**src/rtl/fwd_hazard_tracker.sv**
```systemverilog
// EX-stage forwarding and load-use hazard tracker.
// Keeps a private pipeline of destination tags from EX to the last writeback stage.
module fwd_hazard_tracker #(
  parameter int NUM_SRC = 2,
  parameter int DEPTH   = 3,
  parameter int AW      = 5,
  parameter int CNT_W   = 16
) (
  input  logic                         clk,
  input  logic                         reset_n,
  input  logic                         id_valid,
  input  logic [NUM_SRC*AW-1:0]        id_rs_addr,
  input  logic [NUM_SRC-1:0]           id_rs_used,
  input  logic [AW-1:0]                id_rd_addr,
  input  logic                         id_regwrite,
  input  logic                         id_is_load,
  input  logic                         stall_ext,
  input  logic                         flush,
  output logic [NUM_SRC*(DEPTH-1)-1:0] fwd_sel,
  output logic                         load_use_stall,
  output logic [CNT_W-1:0]             stall_count
);

  // Loads in stages 0..LU_LAST are too young to forward to ID's successor.
  localparam int LU_LAST = (DEPTH > 3) ? DEPTH - 3 : 0;

  logic [DEPTH-1:0]      e_vld;
  logic [DEPTH-1:0]      e_wr;
  logic [DEPTH-1:0]      e_ld;
  logic [AW-1:0]         e_rd [DEPTH];
  logic [NUM_SRC*AW-1:0] ex_rs_addr;
  logic [NUM_SRC-1:0]    ex_rs_used;

  logic [NUM_SRC-1:0]    hit;
  logic [AW-1:0]         rs;
  logic [NUM_SRC-1:0]    fwd_k1;
  logic                  unused_ld;

  assign unused_ld = ^e_ld;

  // Youngest matching producer wins per source operand.
  always_comb begin
    fwd_sel = '0;
    hit     = '0;
    fwd_k1  = '0;
    rs      = '0;
    for (int s = 0; s < NUM_SRC; s++) begin
      rs = ex_rs_addr[s*AW +: AW];
      for (int k = 1; k < DEPTH; k++) begin
        if (!hit[s] && e_vld[0] && ex_rs_used[s] &&
            e_vld[k] && e_wr[k] &&
            e_rd[k] == rs && rs != '0) begin
          fwd_sel[s*(DEPTH-1) + (DEPTH-1-k)] = 1'b1;
          hit[s] = 1'b1;
          if (k == 1) fwd_k1[s] = 1'b1;
        end
      end
    end
  end

  // Stall ID while a not-yet-ready load produces one of its sources.
  always_comb begin
    load_use_stall = 1'b0;
    for (int k = 0; k <= LU_LAST; k++) begin
      for (int s = 0; s < NUM_SRC; s++) begin
        if (id_valid && e_vld[k] && e_ld[k] &&
            e_wr[k] && e_rd[k] != '0 &&
            id_rs_used[s] &&
            id_rs_addr[s*AW +: AW] == e_rd[k])
          load_use_stall = 1'b1;
      end
    end
    if (flush) load_use_stall = 1'b0;
  end

  // Tag pipeline: hold, flush, bubble-insert or advance.
  always_ff @(posedge clk or negedge reset_n) begin
    if (!reset_n) begin
      e_vld      <= '0;
      e_wr       <= '0;
      e_ld       <= '0;
      ex_rs_addr <= '0;
      ex_rs_used <= '0;
      for (int k = 0; k < DEPTH; k++) e_rd[k] <= '0;
    end else if (!stall_ext) begin
      for (int k = DEPTH - 1; k >= 1; k--) begin
        e_vld[k] <= e_vld[k-1];
        e_wr[k]  <= e_wr[k-1];
        e_ld[k]  <= e_ld[k-1];
        e_rd[k]  <= e_rd[k-1];
      end
      if (flush) begin
        e_vld[1] <= 1'b0;
        e_wr[1]  <= 1'b0;
        e_ld[1]  <= 1'b0;
        e_rd[1]  <= '0;
      end
      if (flush || load_use_stall) begin
        e_vld[0]   <= 1'b0;
        e_wr[0]    <= 1'b0;
        e_ld[0]    <= 1'b0;
        e_rd[0]    <= '0;
        ex_rs_addr <= '0;
        ex_rs_used <= '0;
      end else begin
        e_vld[0]   <= id_valid;
        e_wr[0]    <= id_regwrite;
        e_ld[0]    <= id_is_load;
        e_rd[0]    <= id_rd_addr;
        ex_rs_addr <= id_rs_addr;
        ex_rs_used <= id_rs_used;
      end
    end
  end

  // Saturating count of cycles spent in load-use stall.
  always_ff @(posedge clk or negedge reset_n) begin
    if (!reset_n)
      stall_count <= '0;
    else if (!stall_ext && load_use_stall &&
             stall_count != '1)
      stall_count <= stall_count + 1'b1;
  end

  // A load in MEM must never be the forward source.
  a_no_mem_load_fwd: assert property (
    @(posedge clk) disable iff (!reset_n)
    !(e_ld[1] && |fwd_k1));

endmodule

```
**config.mk**
```make
export PLATFORM = sky130hd
export DESIGN_NAME = fwd_hazard_tracker
export DESIGN_NICKNAME = d
export VERILOG_FILES = /design/src/rtl/fwd_hazard_tracker.sv
export SDC_FILE = /design/constraint.sdc
export NUM_CORES = 1
export LEC_CHECK = 0
export CAP_MARGIN = 20
export CORE_ASPECT_RATIO = 1.5
export CORE_MARGIN = 1
export CORE_UTILIZATION = 63
export CTS_CLUSTER_DIAMETER = 120
export DETAILED_ROUTE_END_ITERATION = 10
export DONT_BUFFER_PORTS = 1
export HOLD_SLACK_MARGIN = 0.12
export PLACE_DENSITY = 0.79
export SETUP_SLACK_MARGIN = 0.02
export SYNTH_ARGS = -nofsm -noshare
export SYNTH_HDL_FRONTEND = slang
export SYNTH_SLANG_ARGS = --single-unit
```
**constraint.sdc**
```tcl
create_clock -name clk -period 2.3 [get_ports clk]
set_input_delay 0.345 -clock clk [delete_from_list [all_inputs] [get_ports clk]]
set_output_delay 0.345 -clock clk [all_outputs]
set_load 0.02 [all_outputs]
```
# == After elaboration in Yosys (flattened, before gate mapping) ==
# Index checks and enable logic that the tools add are counted.
# op_classes
n_addsub,1
n_eq_ne,7
mux,16
reduce_logical,39
# op_table
op,count
logical AND 1 bit,32
== test 5 bit,6
adder 16 x 1 -> 16 bit (second input constant),1
inequality test 16 bit (second input constant),1
nonzero test 5 bit,3
2-to-1 mux 1 bit,12
2-to-1 mux 10 bit,1
2-to-1 mux 5 bit,2
zero test 1 bit,3
2-to-1 mux 2 bit,1
logical OR 1 bit,1
# word_totals
register_bits,50
inputBits,24
output_inout_bits,21
elab_cells,72

# == Logic depth before layout (Yosys ltp) ==
# Gate-level depths: netlist of run 1.
# logic_depth
word_depth,14
depth_mapped,6

# == Worst setup path after synthesis of run 1 ==
# OpenSTA, ideal clock, no wires.
# synth_timing
path_type,register to output
from,reg ex_rs_addr[5]
to,out fwd_sel[2]
arrival_ns,1.997
required_ns,1.955
path_slack_ns,-0.042
stages_incl_launch_ff,5
path_buffers,0
path_cell_list,dfrtp_1 -> or4_1 -> o21ai_0 -> nor4_1 -> nor4_1
# synth_via
elab_chain_len,12
# synth_lines
item,line,text
from (decl),31,logic [NUM_SRC*AW-1:0] ex_rs_addr;
from (signal assigned),110,ex_rs_addr <= id_rs_addr;
== test 5 bit,52,e_rd[k] == rs && rs != '0) begin
logical AND 1 bit,51,e_vld[k] && e_wr[k] &&
logical AND 1 bit *,52,
2-to-1 mux 1 bit *,-,
named net fwd_sel[3],19,"output logic [NUM_SRC*(DEPTH-1)-1:0] fwd_sel,"
zero test 1 bit *,50,if (!hit[s] && e_vld[0] && ex_rs_used[s] &&
logical AND 1 bit * (3 in a row),50,
logical AND 1 bit * (2 in a row),51,
logical AND 1 bit *,52,
2-to-1 mux 1 bit *,50,
to (decl),19,
# The timed path passes the listed nets; every way through them passes the cells marked *.

# == Final worst setup path of run 1 ==
# layout_timing
from,reg ex_rs_addr[0]
to,out fwd_sel[0]
# layout_via
elab_chain_len,12
# layout_lines
item,line
== test 5 bit,52
logical AND 1 bit,51
logical AND 1 bit,52
2-to-1 mux 1 bit,50
zero test 1 bit,50
logical AND 1 bit (3 in a row),50
logical AND 1 bit (2 in a row),51
logical AND 1 bit *,52
2-to-1 mux 1 bit *,50
# Every way passes the cells marked *; elsewhere a longest branch is shown, timed or not.

==> flow_summary.toml, run 1 <==
[run_status]
status = "complete, but fails checks"
failed_checks = "negative setup slack"

[floorplanning]
ioPinCount = 45
coreArea_mm2 = 0.00392
start_util = 0.650
num_rows = 28
die_area_mm2 = 0.00431
fp.dieW_um = 53.9
die_y_um = 79.9

[placement]
place_ws_ns = 0.211
dp_cells = 275
gp_congestion = 0.855
post_dp_cell_area_mm2 = 0.00266
dp_hpwl_um = 4230
io_buffers = 0

[layout]
diodes = 0
area_growth_pct = 14.0
final_cells = 296
final_util = 0.740
drive_gt1_frac = 0.227
fin_area_mm2 = 0.00291
layout.nets = 275

[sta]
worst_pin_slew_ns = 0.456
setup_ws_ns = -0.0201
timing.final.crit_share = 1.01
hold_violations = 0
setup_viol_count_final = 1
max_freq_ghz = 0.431
rsz0062_at_grt = "true"
relSlewSlack = 0.693
final_max_slew_viol_count = 0
finalClockSkew_ns = 0.00589
period_minus_slack_ns = 2.32

[synth]
yosysSeqAreaShare = 0.491
yosysMostFrequentCell = "dfrtp_1"
synthCells = 227
yosysUniqueCellTypes = 31
syn-mean-instance-area_um2 = 11.2
ys_top_cells_by_count = "dfrtp_1, xor2_1, a32o_1, nand2_1"
synth_area_leaders = "dfrtp_1, xor2_1, a32o_1, xnor2_1, mux2_2"
mappedNetlistArea_mm2 = 0.00255
yosysTopAreaCell = "dfrtp_1"
syn_nets = 252
synth_seq_cells = 50
synthFlopType = "dfrtp_1"
yosys.area.top_type_share = 0.491
ys.warnings.count = 0
synth_edf_count = 0
ys_async_sr_fraction = 1.00

[critical_path]
start_kind = "flip-flop"
crit_fanout = 4
crit_slowest_cell = "or4_4"
critPathKind = "flip-flop to primary output"
arrival_ns = 1.98
worstPathRequired_ns = 1.96
crit_path_cell_trace = "or4_4 -> o21ai_2 -> nor4_1 -> nor4_2 -> buf_4"
endpoint_kind = "primary output"
cpPeakStageDelay_ns = 0.56

[drt]
dr.pass1.iters = 4
vias = 1915
ant_nets = 0
via_per_inst = 6.47
drc = 0
drt-initial-drc-count = 62
routed_wl_um = 5960
post_drt_wl_per_cell_um = 20.1

[global_routing]
track_usage = 0.304
gr-total-overflow = 0
grt_pass1_vias = 1882
grt_pass1_wl_um = 9100
antenna_found_initial = 0
grt_max_degree = 51

[pwr]
switchingPower_uw = 436
netSwitchingFraction = 0.254
leakagePower_nw = 1.36
power_density_mw_per_mm2 = 591
pwr-share-comb = 0.123
clockPowerShare = 0.305
peakVddDrop_mv = 0.505
p_int_mw = 1.28
p_seq_frac = 0.572

[cts]
clockBufferDepth = 2
htree_levels = 2
cts_root_buf = "clkbuf_8"
clock_latency_ns = 0.30
clock-sinks = 50
numCtsBuffers = 5
path_clk_slew_ns = 0.09
cts_tree = "yes"

[min_path]
min-delay-path-class = "input pin to flip-flop"

[job]
max_cap_violations = 0
[worst max-delay path, delay by kind of cell, from the launching register on]
| family | cells | cell delay, ns |
|---|---|---|
| AO/OA/AOI/OAI | 1 | 0.15 |
| buffers and inverters | 1 | 0.18 |
| flip-flops | 1 | 0.45 |
| AND/OR/NAND/NOR | 3 | 0.90 |
[kinds of logic after synthesis]
family	after synthesis	synth area share
and+or+nand+nor	76	0.168
DFF	50	0.491
xor gates and xnor gates	45	0.155
AOI/OAI and AO/OA	34	0.118
buffers and inverters	13	0.0285
muxes	8	0.0353
adders and majority gates	1	0.00491
[cell type report]
class	instances	area (µm²)
clock buffers	7	86.3
clock inverters	1	5.00
fillers	273	1020
inverters	2	7.51
multi-input cells	164	1270
flip-flops and latches	50	1250
well taps	45	56.3
repair buffers	27	225
[repair_timing]
item	in CTS	in global routing
buffers inserted	5	6
gates resized for setup	4	7
hold buffers	2	0
pin swaps	1	6
hold endpoints to repair	50	0
setup endpoints to repair	3	3
[final timing paths]
check,slack (ns),cells past startpoint,start,endpoint
max,-0.02,5,ex_rs_addr[0],fwd_sel[0]
min,0.14,1,stall_ext,e_wr[1]
max reg2reg,0.17,7,e_rd[10],stall_count[1]
min reg2reg,0.50,2,e_wr[1],e_wr[1]
max in group asynchronous,1.52,2,reset_n,e_rd[10]
min in group asynchronous,0.54,2,reset_n,e_vld[2]
[layer usage]
| layer | global-route usage | part of all wire | vias up |
|---|---|---|---|
| met1 | 0.321 | 0.36 | 967 |
| met5 | 0 | 0 | - |
| met4 | 0.129 | 0.030 | 0 |
| met3 | 0.0762 | 0.046 | 19 |
| li1 | - | - | 872 |
| met2 | 0.542 | 0.57 | 57 |
[stage by stage]
stage | power [mW] | hold WS (ns) | TNS, ns
finish | 1.72 | 0.140 | -0.0201
global placement | 1.14 | 0.0509 | 0
CTS | 1.71 | 0.135 | -0.0290
detailed placement | 1.15 | 0.0507 | 0
floorplan | 1.12 | 0.0494 | 0
global route | 1.79 | 0.126 | -0.171
[cells in the final DEF, fill, tap and decap left out, types with 7 or more instances in the layout]
cell type  instances
a32o_1            20
buf_4             25
dfrtp_1           48
mux2_2             8
nand2_1           15
nand4_1            9
nor2_1             8
nor3_1            13
o21ai_0            7
xnor2_1           13
xor2_1            32
[flip-flops by register name, indices dropped and copies added, names as in the netlist]
| register | cells |
|---|---|
| e_rd | 15 |
| ex_rs_addr | 10 |
| stall_count | 16 |
| e_ld | 1 |
| e_vld | 3 |
| ex_rs_used | 2 |
| e_wr | 3 |
[power by group through the flow]
stage               sequential, mW  combinational (mW)  clock [mW]
global placement             0.996               0.140           0
detailed placement            1.00               0.148           0
CTS                          0.980               0.189       0.537
finish                       0.982               0.211       0.524
floorplan                    0.982               0.135           0
global route                 0.987               0.230       0.572
Note: power is estimated with default switching activity, not from simulation.
==> run 2, diff against run 1 <==
- SKIP_CTS_REPAIR_TIMING: not set -> 1
==> flow_summary.toml, run 2 (same netlist as run 1, synthesis figures left out) <==
[layout]
largest_register_ffs = 16
layout_common_cells = "dfrtp_1, xor2_1, buf_4"
top_regs = "stall_count (16), e_rd (15), ex_rs_addr (10)"
diodes = 0
mostFrequentLayoutCell = "dfrtp_1"
area_growth_pct = 16.2
final_util = 0.755
layout.nets = 277
top_register = "stall_count"
final_cells = 298
drive_gt1_frac = 0.241

[global_routing]
grt_pass1_wl_um = 8910
grt_pass1_vias = 1870
gr-total-overflow = 0
grt_max_degree = 51
track_usage = 0.298
antenna_found_initial = 0

[critical_path]
endpoint_kind = "primary output"
reg2reg_from = "e_rd[14]"
crit_fanout = 4
arrival_ns = 2.00
critPathKind = "flip-flop to primary output"
worstPathRequired_ns = 1.96
rr_endpoint = "ex_rs_addr[1]"
r2r.worst_path.cells = 7
start_kind = "flip-flop"
rrSetupSlack_ns = 0.24

[placement]
io_buffers = 0
dp_hpwl_um = 4230
dp_cells = 275
place_ws_ns = 0.211
gp_congestion = 0.855

[floorplanning]
fp.dieW_um = 53.9
num_rows = 28
coreArea_mm2 = 0.00392
die_y_um = 79.9
ioPinCount = 45
start_util = 0.650
die_area_mm2 = 0.00431

[cts]
numCtsBuffers = 5
clock_latency_ns = 0.30
path_clk_slew_ns = 0.09
htree_levels = 2
clock-sinks = 50
clockBufferDepth = 2
cts_tree = "yes"
cts_root_buf = "clkbuf_8"

[drt]
post_drt_wl_per_cell_um = 20.7
via_per_inst = 6.46
dr.pass1.iters = 4
ant_nets = 0
drc = 0
routed_wl_um = 6160
drt-initial-drc-count = 74
vias = 1924

[sta]
max_freq_ghz = 0.427
worst_pin_slew_ns = 0.459
relSlewSlack = 0.692
finalClockSkew_ns = 0.00335
rsz0062_at_grt = "true"
timing.final.crit_share = 1.02
setup_viol_count_final = 1
setup_ws_ns = -0.0401
final_max_slew_viol_count = 0
hold_violations = 0
period_minus_slack_ns = 2.34

[pwr]
peakVddDrop_mv = 0.515
leakagePower_nw = 1.37
power_density_mw_per_mm2 = 585
power_mw = 1.73

[min_path]
min_to = "e_rd[9]"
min_from = "stall_ext"
hold_path_depth = 1
min-delay-path-class = "input pin to flip-flop"

[run_status]
failed_checks = "negative setup slack"
status = "complete, but fails checks"

[job]
max_cap_violations = 0
-- run 2: cell count changes in the layout (fill, tap and decap cells not counted), sizes merged --
cell / delta
buf: +2
-- run 2: worst max-delay path by stage --
stage                              from          to  slack, ns
final                     ex_rs_addr[0]  fwd_sel[0]      -0.04
after global routing      ex_rs_addr[0]  fwd_sel[0]      -0.13
after CTS                 ex_rs_addr[0]  fwd_sel[0]      -0.12
after detailed placement  ex_rs_addr[5]  fwd_sel[2]       0.21
after global placement    ex_rs_addr[0]  fwd_sel[0]       0.31
after floorplan           ex_rs_addr[5]  fwd_sel[2]       0.16
-- run 2: cell type report --
type / instances / area [µm²]
Multi-Input combinational cell: 164 / 1310
Sequential cell: 50 / 1250
Fill cell: 260 / 962
Timing Repair Buffer: 29 / 240
Clock buffer: 7 / 86.3
Tap cell: 45 / 56.3
Inverter: 2 / 7.51
Clock inverter: 1 / 5.00
-- run 2: stage by stage --
| stage | TNS, ns | instance area (µm²) | hold slack (ns) |
|---|---|---|---|
| after detailed placement | 0 | 2660 | 0.0507 |
| after global placement | 0 | 2660 | 0.0509 |
| after floorplan | 0 | 2560 | 0.0494 |
| final | -0.0401 | 2960 | 0.142 |
| after global routing | -0.212 | 2960 | 0.127 |
| after CTS | -0.312 | 2750 | -0.283 |
-- run 2: power breakdown --
group | switching [mW] | internal (mW)
logic | 0.105 | 0.119
registers | 0.0616 | 0.924
clock network | 0.282 | 0.243
-- run 2: routing by layer --
layer,vias to the layer above,global-route usage,share of wire
met3,24,0.0800,0.054
met5,-,0,0
met2,58,0.522,0.56
met4,0,0.137,0.044
met1,964,0.314,0.34
li1,878,-,-
-- run 2: critical path, stage by stage (launching register included) --
cell and delay [ns]:
dfrtp_1 0.45, or4_4 0.57, o21ai_2 0.15, nor4_1 0.09, nor4_2 0.25, buf_4 0.18
